--- config.mk ---
export PLATFORM = sky130hd
export DESIGN_NAME = rock_controller_gen
export DESIGN_NICKNAME = d
export VERILOG_FILES = /design/src/rtl/rock_pkg.sv /design/src/rtl/rock_avg_window.sv /design/src/rtl/rock_controller_gen.sv
export SDC_FILE = /design/constraint.sdc
export NUM_CORES = 1
export LEC_CHECK = 0
export CAP_MARGIN = 30
export CELL_PAD_IN_SITES_DETAIL_PLACEMENT = 0
export CELL_PAD_IN_SITES_GLOBAL_PLACEMENT = 1
export CORE_ASPECT_RATIO = 1.1
export CORE_MARGIN = 2
export CORE_UTILIZATION = 45
export DETAILED_ROUTE_END_ITERATION = 10
export PLACE_DENSITY = 0.9
export SETUP_SLACK_MARGIN = 0.1
export SYNTH_ARGS = -nofsm -noshare
export SYNTH_HDL_FRONTEND = slang
export SYNTH_HIERARCHICAL = 1
export SYNTH_SLANG_ARGS = --single-unit
--- constraint.sdc ---
create_clock -name clk -period 13.2 [get_ports clk]
set_input_delay 1.98 -clock clk [delete_from_list [all_inputs] [get_ports clk]]
set_output_delay 1.98 -clock clk [all_outputs]
set_load 0.05 [all_outputs]
--- src/rtl/rock_pkg.sv ---
// Shared types and defaults for the rocking controller.
package rock_pkg;

  typedef enum logic [2:0] {
    ST_IDLE    = 3'd0,
    ST_SETTLE  = 3'd1,
    ST_MEASURE = 3'd2,
    ST_DECIDE  = 3'd3,
    ST_HOLD    = 3'd4
  } state_t;

  typedef enum logic {
    AXIS_A = 1'b0,
    AXIS_F = 1'b1
  } axis_t;

  typedef enum logic {
    DIR_UP   = 1'b0,
    DIR_DOWN = 1'b1
  } dir_t;

  localparam int unsigned CALM_THR_DEF  = 40;
  localparam int unsigned CALM_HYST_DEF = 8;

  // Score carries one extra bit: the average of cry + heart never exceeds 2*(2**SENS_W-1).
  function automatic int unsigned score_width(input int unsigned sens_w);
    return sens_w + 1;
  endfunction

endpackage

--- src/rtl/rock_avg_window.sv ---
// Settle timer plus windowed averaging of the cry and heart-rate samples.
module rock_avg_window
  import rock_pkg::*;
#(
  parameter int unsigned SENS_W     = 8,
  parameter int unsigned AVG_LOG2   = 2,
  parameter int unsigned SETTLE_CYC = 16
) (
  input  logic              clk,
  input  logic              reset,
  input  logic              clr,
  input  logic              settle_en,
  input  logic              meas_en,
  input  logic              sample_valid,
  input  logic [SENS_W-1:0] cry,
  input  logic [SENS_W-1:0] hart,
  output logic              settle_done_c,
  output logic              win_done_c,
  output logic [SENS_W:0]   win_score_c
);

  localparam int unsigned SCORE_W = score_width(SENS_W);
  localparam int unsigned SUM_W   = SENS_W + AVG_LOG2 + 1;
  localparam int unsigned AVG_N   = 1 << AVG_LOG2;
  localparam int unsigned SCNT_W  = (SETTLE_CYC > 2) ? $clog2(SETTLE_CYC) : 1;
  localparam int unsigned NCNT_W  = AVG_LOG2 + 1;

  logic [SCNT_W-1:0] settle_cnt_q;
  logic [NCNT_W-1:0] samp_cnt_q;
  logic [SUM_W-1:0]  sum_cry_q;
  logic [SUM_W-1:0]  sum_hart_q;
  logic [SUM_W-1:0]  total_c;
  logic              take_c;

  assign settle_done_c = settle_en && (settle_cnt_q == SCNT_W'(SETTLE_CYC - 1));
  assign take_c        = meas_en && sample_valid;
  assign win_done_c    = take_c && (samp_cnt_q == NCNT_W'(AVG_N - 1));
  assign total_c       = sum_cry_q + sum_hart_q;
  assign win_score_c   = SCORE_W'(total_c >> AVG_LOG2);

  // Settle timer runs only while settling and restarts on every entry
  always_ff @(posedge clk) begin
    if (reset || clr || !settle_en || settle_done_c) begin
      settle_cnt_q <= '0;
    end else begin
      settle_cnt_q <= settle_cnt_q + SCNT_W'(1);
    end
  end

  // Window accumulator; sums stay valid through DECIDE and are cleared by clr
  always_ff @(posedge clk) begin
    if (reset || clr) begin
      sum_cry_q  <= '0;
      sum_hart_q <= '0;
      samp_cnt_q <= '0;
    end else if (take_c) begin
      sum_cry_q  <= sum_cry_q + SUM_W'(cry);
      sum_hart_q <= sum_hart_q + SUM_W'(hart);
      samp_cnt_q <= win_done_c ? '0 : samp_cnt_q + NCNT_W'(1);
    end
  end

endmodule

--- src/rtl/rock_controller_gen.sv ---
// Hill-climbing rocking controller: averages stress, steps A/F to minimise it,
// and holds A/F with hysteresis once calm.
// Optional macro ROCK_RAMP_EN: A/F ramp 1 LSB per clock toward the target.
module rock_controller_gen
  import rock_pkg::*;
#(
  parameter int unsigned SENS_W     = 8,
  parameter int unsigned AF_W       = 4,
  parameter int unsigned AVG_LOG2   = 2,
  parameter int unsigned SETTLE_CYC = 16,
  parameter int unsigned STEP       = 1,
  parameter int unsigned CALM_THR   = CALM_THR_DEF,
  parameter int unsigned CALM_HYST  = CALM_HYST_DEF,
  parameter int unsigned A_INIT     = 8,
  parameter int unsigned F_INIT     = 8
) (
  input  logic              clk,
  input  logic              reset,
  input  logic              enable,
  input  logic              sample_valid,
  input  logic [SENS_W-1:0] huilVolume,
  input  logic [SENS_W-1:0] hartRitme,
  output logic [AF_W-1:0]   A,
  output logic [AF_W-1:0]   F,
  output logic              calm,
  output logic [SENS_W:0]   score,
  output logic              step_pulse
);

  localparam int unsigned        SCORE_W = score_width(SENS_W);
  localparam logic [SCORE_W-1:0] THR_V   = SCORE_W'(CALM_THR);
  localparam logic [SCORE_W-1:0] EXIT_V  = SCORE_W'(CALM_THR + CALM_HYST);
  localparam logic [AF_W-1:0]    STEP_V  = AF_W'(STEP);
  localparam logic [AF_W-1:0]    MAX_V   = {AF_W{1'b1}};

  state_t             state_q, state_n;
  axis_t              axis_q, axis_n, step_axis_c;
  dir_t               dir_q, dir_n, step_dir_c, dir_out_c;
  logic [SCORE_W-1:0] best_q, best_n, score_q, score_n, win_score_c;
  logic [AF_W-1:0]    a_tgt_q, a_tgt_n, f_tgt_q, f_tgt_n, cur_c, nxt_c;
  logic               calm_q, calm_n, step_q, step_n;
  logic               settle_en_c, meas_en_c, clr_c, improve_c;
  logic               settle_done_c, win_done_c, ramp_idle_c;

  assign settle_en_c = enable && (state_q == ST_SETTLE) && ramp_idle_c;
  assign meas_en_c   = enable && ((state_q == ST_MEASURE) || (state_q == ST_HOLD));
  assign clr_c       = !enable || (state_q == ST_DECIDE);

  rock_avg_window #(
    .SENS_W    (SENS_W),
    .AVG_LOG2  (AVG_LOG2),
    .SETTLE_CYC(SETTLE_CYC)
  ) u_avg (
    .clk          (clk),
    .reset        (reset),
    .clr          (clr_c),
    .settle_en    (settle_en_c),
    .meas_en      (meas_en_c),
    .sample_valid (sample_valid),
    .cry          (huilVolume),
    .hart         (hartRitme),
    .settle_done_c(settle_done_c),
    .win_done_c   (win_done_c),
    .win_score_c  (win_score_c)
  );

  // Keep searching the same way on improvement, otherwise swap axis and reverse
  assign improve_c   = win_score_c < best_q;
  assign step_axis_c = improve_c ? axis_q : ((axis_q == AXIS_A) ? AXIS_F : AXIS_A);
  assign step_dir_c  = improve_c ? dir_q  : ((dir_q == DIR_UP) ? DIR_DOWN : DIR_UP);

  // Saturating step; bounces off 0 / max so a limit never repeats on consecutive steps
  always_comb begin
    cur_c     = (step_axis_c == AXIS_A) ? a_tgt_q : f_tgt_q;
    nxt_c     = cur_c;
    dir_out_c = step_dir_c;
    if (step_dir_c == DIR_UP) begin
      if (cur_c > MAX_V - STEP_V) begin
        nxt_c     = cur_c - STEP_V;
        dir_out_c = DIR_DOWN;
      end else begin
        nxt_c = cur_c + STEP_V;
      end
    end else begin
      if (cur_c < STEP_V) begin
        nxt_c     = cur_c + STEP_V;
        dir_out_c = DIR_UP;
      end else begin
        nxt_c = cur_c - STEP_V;
      end
    end
  end

  // State register
  always_ff @(posedge clk) begin
    if (reset) begin
      state_q <= ST_IDLE;
    end else begin
      state_q <= state_n;
    end
  end

  // Next-state and search decisions
  always_comb begin
    state_n = state_q;
    axis_n  = axis_q;
    dir_n   = dir_q;
    best_n  = best_q;
    score_n = score_q;
    a_tgt_n = a_tgt_q;
    f_tgt_n = f_tgt_q;
    calm_n  = calm_q;
    step_n  = 1'b0;
    if (!enable) begin
      state_n = ST_IDLE;
    end else begin
      unique case (state_q)
        ST_IDLE:    state_n = ST_SETTLE;
        ST_SETTLE:  if (settle_done_c) state_n = ST_MEASURE;
        ST_MEASURE,
        ST_HOLD:    if (win_done_c) state_n = ST_DECIDE;
        ST_DECIDE: begin
          score_n = win_score_c;
          if (calm_q) begin
            if (win_score_c > EXIT_V) begin
              calm_n  = 1'b0;
              best_n  = '1;
              state_n = ST_SETTLE;
            end else begin
              state_n = ST_HOLD;
            end
          end else if (win_score_c < THR_V) begin
            calm_n  = 1'b1;
            state_n = ST_HOLD;
          end else begin
            if (improve_c) best_n = win_score_c;
            axis_n = step_axis_c;
            dir_n  = dir_out_c;
            if (step_axis_c == AXIS_A) a_tgt_n = nxt_c;
            else                       f_tgt_n = nxt_c;
            step_n  = 1'b1;
            state_n = ST_SETTLE;
          end
        end
        default:    state_n = ST_IDLE;
      endcase
    end
  end

  // Search registers and registered outputs
  always_ff @(posedge clk) begin
    if (reset) begin
      axis_q  <= AXIS_F;
      dir_q   <= DIR_UP;
      best_q  <= '1;
      score_q <= '0;
      a_tgt_q <= AF_W'(A_INIT);
      f_tgt_q <= AF_W'(F_INIT);
      calm_q  <= 1'b0;
      step_q  <= 1'b0;
    end else begin
      axis_q  <= axis_n;
      dir_q   <= dir_n;
      best_q  <= best_n;
      score_q <= score_n;
      a_tgt_q <= a_tgt_n;
      f_tgt_q <= f_tgt_n;
      calm_q  <= calm_n;
      step_q  <= step_n;
    end
  end

  assign calm  = calm_q;
  assign score = score_q;

`ifdef ROCK_RAMP_EN
  logic [AF_W-1:0] a_out_q, f_out_q, a_ramp_c, f_ramp_c;
  logic            ramp_pulse_q;

  // One LSB per clock toward the target
  always_comb begin
    a_ramp_c = a_out_q;
    f_ramp_c = f_out_q;
    if (a_out_q < a_tgt_q)      a_ramp_c = a_out_q + AF_W'(1);
    else if (a_out_q > a_tgt_q) a_ramp_c = a_out_q - AF_W'(1);
    if (f_out_q < f_tgt_q)      f_ramp_c = f_out_q + AF_W'(1);
    else if (f_out_q > f_tgt_q) f_ramp_c = f_out_q - AF_W'(1);
  end

  assign ramp_idle_c = (a_out_q == a_tgt_q) && (f_out_q == f_tgt_q);

  // Ramp registers; the strobe marks arrival at the target
  always_ff @(posedge clk) begin
    if (reset) begin
      a_out_q      <= AF_W'(A_INIT);
      f_out_q      <= AF_W'(F_INIT);
      ramp_pulse_q <= 1'b0;
    end else if (enable) begin
      a_out_q      <= a_ramp_c;
      f_out_q      <= f_ramp_c;
      ramp_pulse_q <= !ramp_idle_c && (a_ramp_c == a_tgt_q) && (f_ramp_c == f_tgt_q);
    end else begin
      ramp_pulse_q <= 1'b0;
    end
  end

  assign A          = a_out_q;
  assign F          = f_out_q;
  assign step_pulse = ramp_pulse_q;
`else
  assign ramp_idle_c = 1'b1;
  assign A           = a_tgt_q;
  assign F           = f_tgt_q;
  assign step_pulse  = step_q;
`endif

endmodule

==> results of run 1 <==
-- cell type report --
| type | instances | area [um2] | area share |
|---|---|---|---|
| clock buffers | 13 | 169 | 0.0329 |
| clock inverters | 3 | 65.1 | 0.0127 |
| inverters | 25 | 93.8 | 0.0183 |
| multi-input cells | 448 | 3020 | 0.587 |
| flip-flops and latches | 62 | 1240 | 0.242 |
| well taps | 120 | 150 | 0.0292 |
| repair buffers | 40 | 399 | 0.0777 |
-- state kept, by name (all words and copies together) (netlist names) --
| name | cells |
|---|---|
| best_q | 9 |
| axis_q | 1 |
| step_pulse | 1 |
| u_avg/sum_cry_q | 11 |
| A | 4 |
| F | 4 |
| calm | 1 |
| score | 9 |
| u_avg/samp_cnt_q | 3 |
| dir_q | 1 |
| u_avg/sum_hart_q | 11 |
| u_avg/settle_cnt_q | 4 |
| state_q | 3 |
-- metrics by stage --
| stage | util | hold WS, ns | instance area (um2) |
|---|---|---|---|
| final | 0.527 | 0.450 | 5130 |
| after global routing | 0.527 | 0.467 | 5130 |
| after CTS | 0.527 | 0.449 | 5130 |
| after detailed placement | 0.503 | 0.439 | 4900 |
| after global placement | 0.502 | 0.432 | 4890 |
| after floorplan | - | 0.418 | 4470 |
-- kinds of logic after synthesis --
logic type	synth area share
fa+ha+maj	0.118
buf+inv	0.0481
simple gates	0.245
flops	0.278
compound gates	0.264
xor+xnor	0.0313
mux	0.0162
-- worst reg2reg max path: cells and delay by family, from the launching register on --
| kind | cells | cell delay (ns) |
|---|---|---|
| muxes | 1 | 0.35 |
| and+or+nand+nor | 4 | 0.54 |
| DFF | 1 | 0.33 |
| buffers and inverters | 1 | 0.07 |
| xor gates and xnor gates | 1 | 0.41 |
| adders and majority gates | 3 | 0.82 |
| AOI/OAI and AO/OA | 9 | 2.42 |
-- power groups by stage --
stage	sequential, mW	clock [mW]	combinational [mW]
floorplan	0.192	0	0.0145
global placement	0.193	0	0.0229
detailed placement	0.193	0	0.0239
CTS	0.188	0.203	0.0240
global route	0.188	0.209	0.0265
finish	0.188	0.198	0.0240
-- cells in the final DEF (no fill, tap or decap), drive strengths merged, types with 3 or more instances in the layout --
cell type,netlist,routed
o41ai,4,4
dfxtp,62,62
o211a,4,4
nor3b,3,3
a211o,6,6
clkdlybuf4s50,0,38
nand2b,4,4
nor3,32,32
nor2b,5,5
a21oi,41,41
nand3,21,21
and3,5,5
nand3b,4,4
nor4,7,7
o211ai,12,12
o21bai,9,9
or2,4,4
xor2,5,5
nand4,10,10
a221o,5,5
a31oi,7,7
o22ai,4,4
o21a,13,13
nand2,57,57
or3,8,8
o21ai,18,18
and2,4,4
o31a,5,5
xnor2,11,11
clkbuf,16,13
ha,38,38
mux2i,5,5
a211oi,13,13
nor2,52,52
inv,25,25
-- worst max-delay path by stage --
stage / start / to / slack [ns] / depth (start not counted)
after global routing: u_avg/sum_hart_q[2]$_SDFFE_PP0P_ / A[2]$_SDFFE_PP0P_ / 7.61 / 19
after floorplan: u_avg/sum_cry_q[7]$_SDFFE_PP0P_ / F[2]$_SDFFE_PP0P_ / 8.73 / 19
after detailed placement: u_avg/sum_cry_q[7]$_SDFFE_PP0P_ / F[2]$_SDFFE_PP0P_ / 8.18 / 19
after global placement: u_avg/sum_cry_q[7]$_SDFFE_PP0P_ / F[2]$_SDFFE_PP0P_ / 8.43 / 20
after CTS: u_avg/sum_cry_q[7]$_SDFFE_PP0P_ / F[2]$_SDFFE_PP0P_ / 8.16 / 19
final: u_avg/sum_cry_q[7]$_SDFFE_PP0P_ / F[2]$_SDFFE_PP0P_ / 8.17 / 19
-- routing by layer --
layer | GRT usage | vias up | wire length (um)
met1 | 0.266 | 2042 | 4990
met5 | 0 | - | 0
met4 | 0.111 | 0 | 233
met2 | 0.375 | 139 | 5400
li1 | - | 2136 | -
met3 | 0.0226 | 18 | 605
==> results.yml, run 1 <==
cts:
  cts-hold-fix-buffers: 0
  root_buffer: "clkbuf_8"
  cts_made_buffers: 9
  clock_latency_ns: 0.36
  cts_tree: "yes"
  cts_setup_buffers: 0
  clk_pin_slew_ns: 0.08
  clockBufferDepth: 2
  cts_resized: 0
  cts.sinks: 62
  htreeDepth: 3
synthesis:
  synth-seq-cells: 62
  yosysSeqAreaShare: 0.278
  netlist_area_um2: 4470
  yosysMostFrequentCell: "dfxtp_1"
  synth.area.top_cells: "dfxtp_1 28%, ha_1 11%, nand2_1 4.7%"
  synthTopCellsByCount: "62 x dfxtp_1, 56 x nand2_1, 51 x nor2_1, 40 x a21oi_1, 38 x ha_1"
  syn_nets: 621
  synth_top_area_frac: 0.278
  synth_cell_types: 68
  yosys_most_used_dff: "dfxtp_1"
  synth_cells: 561
  async_reset_ff_frac: 0
  syn_area_per_cell_um2: 7.97
  synth_edf_count: 0
  yosysWarnings: 6
  yosys.area.top_type: "dfxtp_1"
pwr:
  clockPowerShare: 0.483
  switching_share: 0.220
  leakagePower_nw: 2.09
  max-vdd-ir-drop_uv: 49.8
  p_per_area_nw_per_um2: 80.0
  switching_power_mw: 0.0905
  comb_power_share: 0.058
  power_frac_seq: 0.459
  intPower_mw: 0.320
  power_mw: 0.411
setup_path:
  path_delay_family: "compound AO/OA/AOI/OAI gates"
  cp_max_fo: 8
  worst_path_largest_cell_delay_ns: 0.43
  cp_common_cell: "ha_1"
  cp-start-kind: "register"
  cp_slowest_cell: "o31ai_2"
  regToRegEndpoint: "F[2]$_SDFFE_PP0P_"
  cp.required_ns: 13.47
  critPathKind: "reg2reg"
  reg2reg_from: "u_avg/sum_cry_q[7]$_SDFFE_PP0P_"
  crit_chain: "ha_1 -> a21o_1 -> a21o_1 -> a221o_1 -> a211oi_2 -> ha_1 -> nand4_1 -> o31ai_2 -> nor2_2 -> xnor2_1 -> mux2i_1 -> ha_1 -> inv_1 -> a21oi_1 -> nand3_1 -> o21ai_0 -> nor2_1 -> o32a_1 -> o41ai_2"
  cp-end-kind: "register"
  reg2reg_depth: 19
  rrSetupSlack_ns: 8.17
  arrival_ns: 5.30
  critPathBufInv: 1
floorplanning:
  io_pins: 39
  rows: 38
  fp.dieW_um: 99.0
  coreArea_um2: 9750
  start_util: 0.459
  die_area_um2: 10800
  chipHeight_um: 109
sta:
  slew_headroom: 0.365
  worst_pin_slew_ns: 0.953
  skew_ns: 0.0117
  setup_tns_ns: 0
  finalHoldViolCount: 0
  post-route-period-util: 0.381
  timing.fmax_ghz: 0.199
  layout_setup_ws_ns: 8.17
  rsz0062_at_grt: "no"
  setup_viol: 0
  min_period_ns: 5.03
  slew_violations: 0
global_route:
  grt_use_total: 0.216
  grt_pass1_wl_um: 18900
  grt_max_degree: 40
  antenna_found_initial: 0
  grt_pass1_vias: 4062
  grt.overflow.total: 0
run_status:
  outcome: "complete, no violations"
detailed_routing:
  drtIter0Drc: 291
  wl_per_cell_um: 15.8
  drt_first_pass_iters: 4
  final_antenna_net_count: 0
  drc: 0
  wl_um: 11200
  via_count: 4335
  vias_per_cell: 6.10
place:
  dp.cells: 695
  hpwl_um: 8160
  gp_congestion: 0.877
  dp_slack_ns: 8.18
  io_buffers: 38
finish:
  area_growth_syn_to_layout_pct: 14.8
  drive_gt1_frac: 0.0728
  antenna_cells: 0
  nNetsFinal: 646
  fill_cells: 898
  layout.cells.non_filler: 711
min_path:
  hp-class: "reg2reg"
  hp-start: "u_avg/settle_cnt_q[0]$_SDFF_PP0_"
  hold_depth: 1
  holdPathEnd: "u_avg/settle_cnt_q[0]$_SDFF_PP0_"
run:
  cap_violations: 0
(Power assumes the default switching activity.)
==> run 2, diff against run 1 <==
--- a/config.mk
+++ b/config.mk
@@ -10,9 +10,9 @@
 export CELL_PAD_IN_SITES_GLOBAL_PLACEMENT = 1
 export CORE_ASPECT_RATIO = 1.1
 export CORE_MARGIN = 2
-export CORE_UTILIZATION = 45
+export CORE_UTILIZATION = 44
 export DETAILED_ROUTE_END_ITERATION = 10
-export PLACE_DENSITY = 0.9
+export PLACE_DENSITY = 0.88
 export SETUP_SLACK_MARGIN = 0.1
 export SYNTH_ARGS = -nofsm -noshare
 export SYNTH_HDL_FRONTEND = slang
==> constraint.sdc (replaced) <==
create_clock -name clk -period 5 [get_ports clk]
set_input_delay 0.75 -clock clk [delete_from_list [all_inputs] [get_ports clk]]
set_output_delay 0.75 -clock clk [all_outputs]
set_load 0.05 [all_outputs]
==> results.yml, run 2 (same netlist as run 1, synthesis figures left out) <==
floorplanning:
  start_util: 0.452
  fp.dieW_um: 100
  die_area_um2: 11000
  coreArea_um2: 9890
  io_pins: 39
  chipHeight_um: 110
  rows: 38
finish:
  layout_commonest_cell: "dfxtp_1"
  area_growth_syn_to_layout_pct: 17.5
  drive_gt1_frac: 0.101
  final_cell_mix: "62 x dfxtp_1, 56 x nand2_1, 51 x nor2_1"
  multiInputGateArea_um2: 3110
  regArea_um2: 1240
  antenna_cells: 0
  nNetsFinal: 659
  fill_cells: 926
  reg.largest.list: "u_avg/sum_cry_q: 11 flops, u_avg/sum_hart_q: 11 flops"
pwr:
  switching_share: 0.240
  switching_power_mw: 0.229
  max-vdd-ir-drop_uv: 103
  p_per_area_nw_per_um2: 181
  leakagePower_nw: 2.17
  power_frac_seq: 0.523
  comb_power_share: 0.067
  power_mw: 0.951
  intPower_mw: 0.722
  clockPowerShare: 0.410
setup_path:
  critPathKind: "reg2reg"
  cp-end-kind: "register"
  cp_slowest_cell: "nor3b_4"
  cp-start-kind: "register"
  cp.required_ns: 5.26
  cp_common_cell: "ha_1"
  cp_max_fo: 6
  worst_path_largest_cell_delay_ns: 0.37
  arrival_ns: 4.93
  crit_chain: "ha_1 -> a21oi_1 -> nand2_1 -> a211oi_1 -> xnor2_1 -> ha_1 -> nand4_1 -> nor3b_4 -> nor2_4 -> xnor2_4 -> mux2i_2 -> ha_1 -> inv_1 -> a21oi_1 -> nand3_1 -> o21ai_0 -> nor2_1 -> o32a_1 -> o41ai_2"
  reg2reg_depth: 19
global_route:
  grt_max_degree: 40
  grt_pass1_wl_um: 19300
  grt_use_total: 0.217
  grt.overflow.total: 0
  grt_pass1_vias: 4122
  antenna_found_initial: 0
cts:
  clockBufferDepth: 2
  clock_latency_ns: 0.36
  cts_tree: "yes"
  htreeDepth: 3
  clk_pin_slew_ns: 0.07
  root_buffer: "clkbuf_8"
  cts_made_buffers: 9
  cts.sinks: 62
sta:
  setup_tns_ns: 0
  slew_headroom: 0.401
  slew_violations: 0
  timing.fmax_ghz: 0.214
  setup_viol: 0
  rsz0062_at_grt: "no"
  post-route-period-util: 0.933
  finalHoldViolCount: 0
  min_period_ns: 4.67
  hold_ws_ns: 0.454
  worst_pin_slew_ns: 0.897
  skew_ns: 0.00887
detailed_routing:
  drc: 0
  via_count: 4339
  drt_first_pass_iters: 5
  wl_per_cell_um: 15.7
  vias_per_cell: 6.02
  drtIter0Drc: 205
  wl_um: 11300
  final_antenna_net_count: 0
run_status:
  outcome: "complete, no violations"
place:
  io_buffers: 38
  gp_congestion: 0.948
  hpwl_um: 8220
min_path:
  hp-class: "reg2reg"
  hold_depth: 2
run:
  cap_violations: 0
[run 2: cell types whose count changed in the layout (fill, tap and decap cells not counted), moves of 2 or more]
cell / delta
a211oi_1: -2
buf_4: +13
a211oi_2: +2
xnor2_1: -2
bufinv_16: -2
a21oi_4: +2
[run 2: power groups by stage]
stage	Combinational [mW]	Clock, mW	Sequential (mW)
global placement	0.0612	0	0.508
global route	0.0703	0.426	0.497
floorplan	0.0382	0	0.507
finish	0.0637	0.389	0.498
detailed placement	0.0634	0	0.509
CTS	0.0636	0.404	0.497
[run 2: final cells by class]
cell class | count | area share
Sequential cell | 62 | 0.236
Tap cell | 120 | 0.0286
Clock buffer | 11 | 0.0288
Timing Repair Buffer | 53 | 0.0945
Clock inverter | 2 | 0.00190
Inverter | 25 | 0.0179
Multi-Input combinational cell | 448 | 0.592
[run 2: worst max-delay path: cells and delay by family, from the launching register on]
family	cells	cell delay [ns]
AOI/OAI and AO/OA	6	1.42
xor gates and xnor gates	2	0.45
adders and majority gates	3	0.91
buffers and inverters	1	0.06
DFF	1	0.34
muxes	1	0.33
and+or+nand+nor	6	1.05
[run 2: final timing paths]
| path | startpoint | end | slack, ns |
|---|---|---|---|
| max reg2reg | u_avg/sum_cry_q[5]$_SDFFE_PP0P_ | F[2]$_SDFFE_PP0P_ | 0.33 |
| max | u_avg/sum_cry_q[5]$_SDFFE_PP0P_ | F[2]$_SDFFE_PP0P_ | 0.33 |
| min reg2reg | score[6]$_SDFFE_PP0P_ | score[6]$_SDFFE_PP0P_ | 0.45 |
| min | score[6]$_SDFFE_PP0P_ | score[6]$_SDFFE_PP0P_ | 0.45 |
[run 2: timing repair]
action / in CTS / in global routing
pin swaps: 0 / 4
hold buffers: 0 / 0
buffers inserted: 0 / 6
endpoints found under the setup margin: 2 / 7
resized for setup: 1 / 13
cloned: 0 / 0
[run 2: stage by stage]
| step | std cells | area (um2) | worst slack [ns] | util |
|---|---|---|---|---|
| 6_report | 721 | 5260 | 0.333 | 0.532 |
| 5_1_grt | 721 | 5260 | 0.0151 | 0.532 |
| 3_5_place_dp | 702 | 4950 | 0.0822 | 0.501 |
| 2_1_floorplan | 561 | 4470 | 0.534 | - |
| 4_1_cts | 715 | 5120 | 0.180 | 0.518 |
| 3_3_place_gp | 701 | 4940 | 0.304 | 0.500 |
[run 2: metal layers]
metal  track usage  part of all wire  vias up
met4        0.0988             0.020        0
met5             0                 0        -
li1              -                 -     2156
met2         0.374              0.48      152
met3        0.0407             0.056       20
met1         0.263              0.44     2011
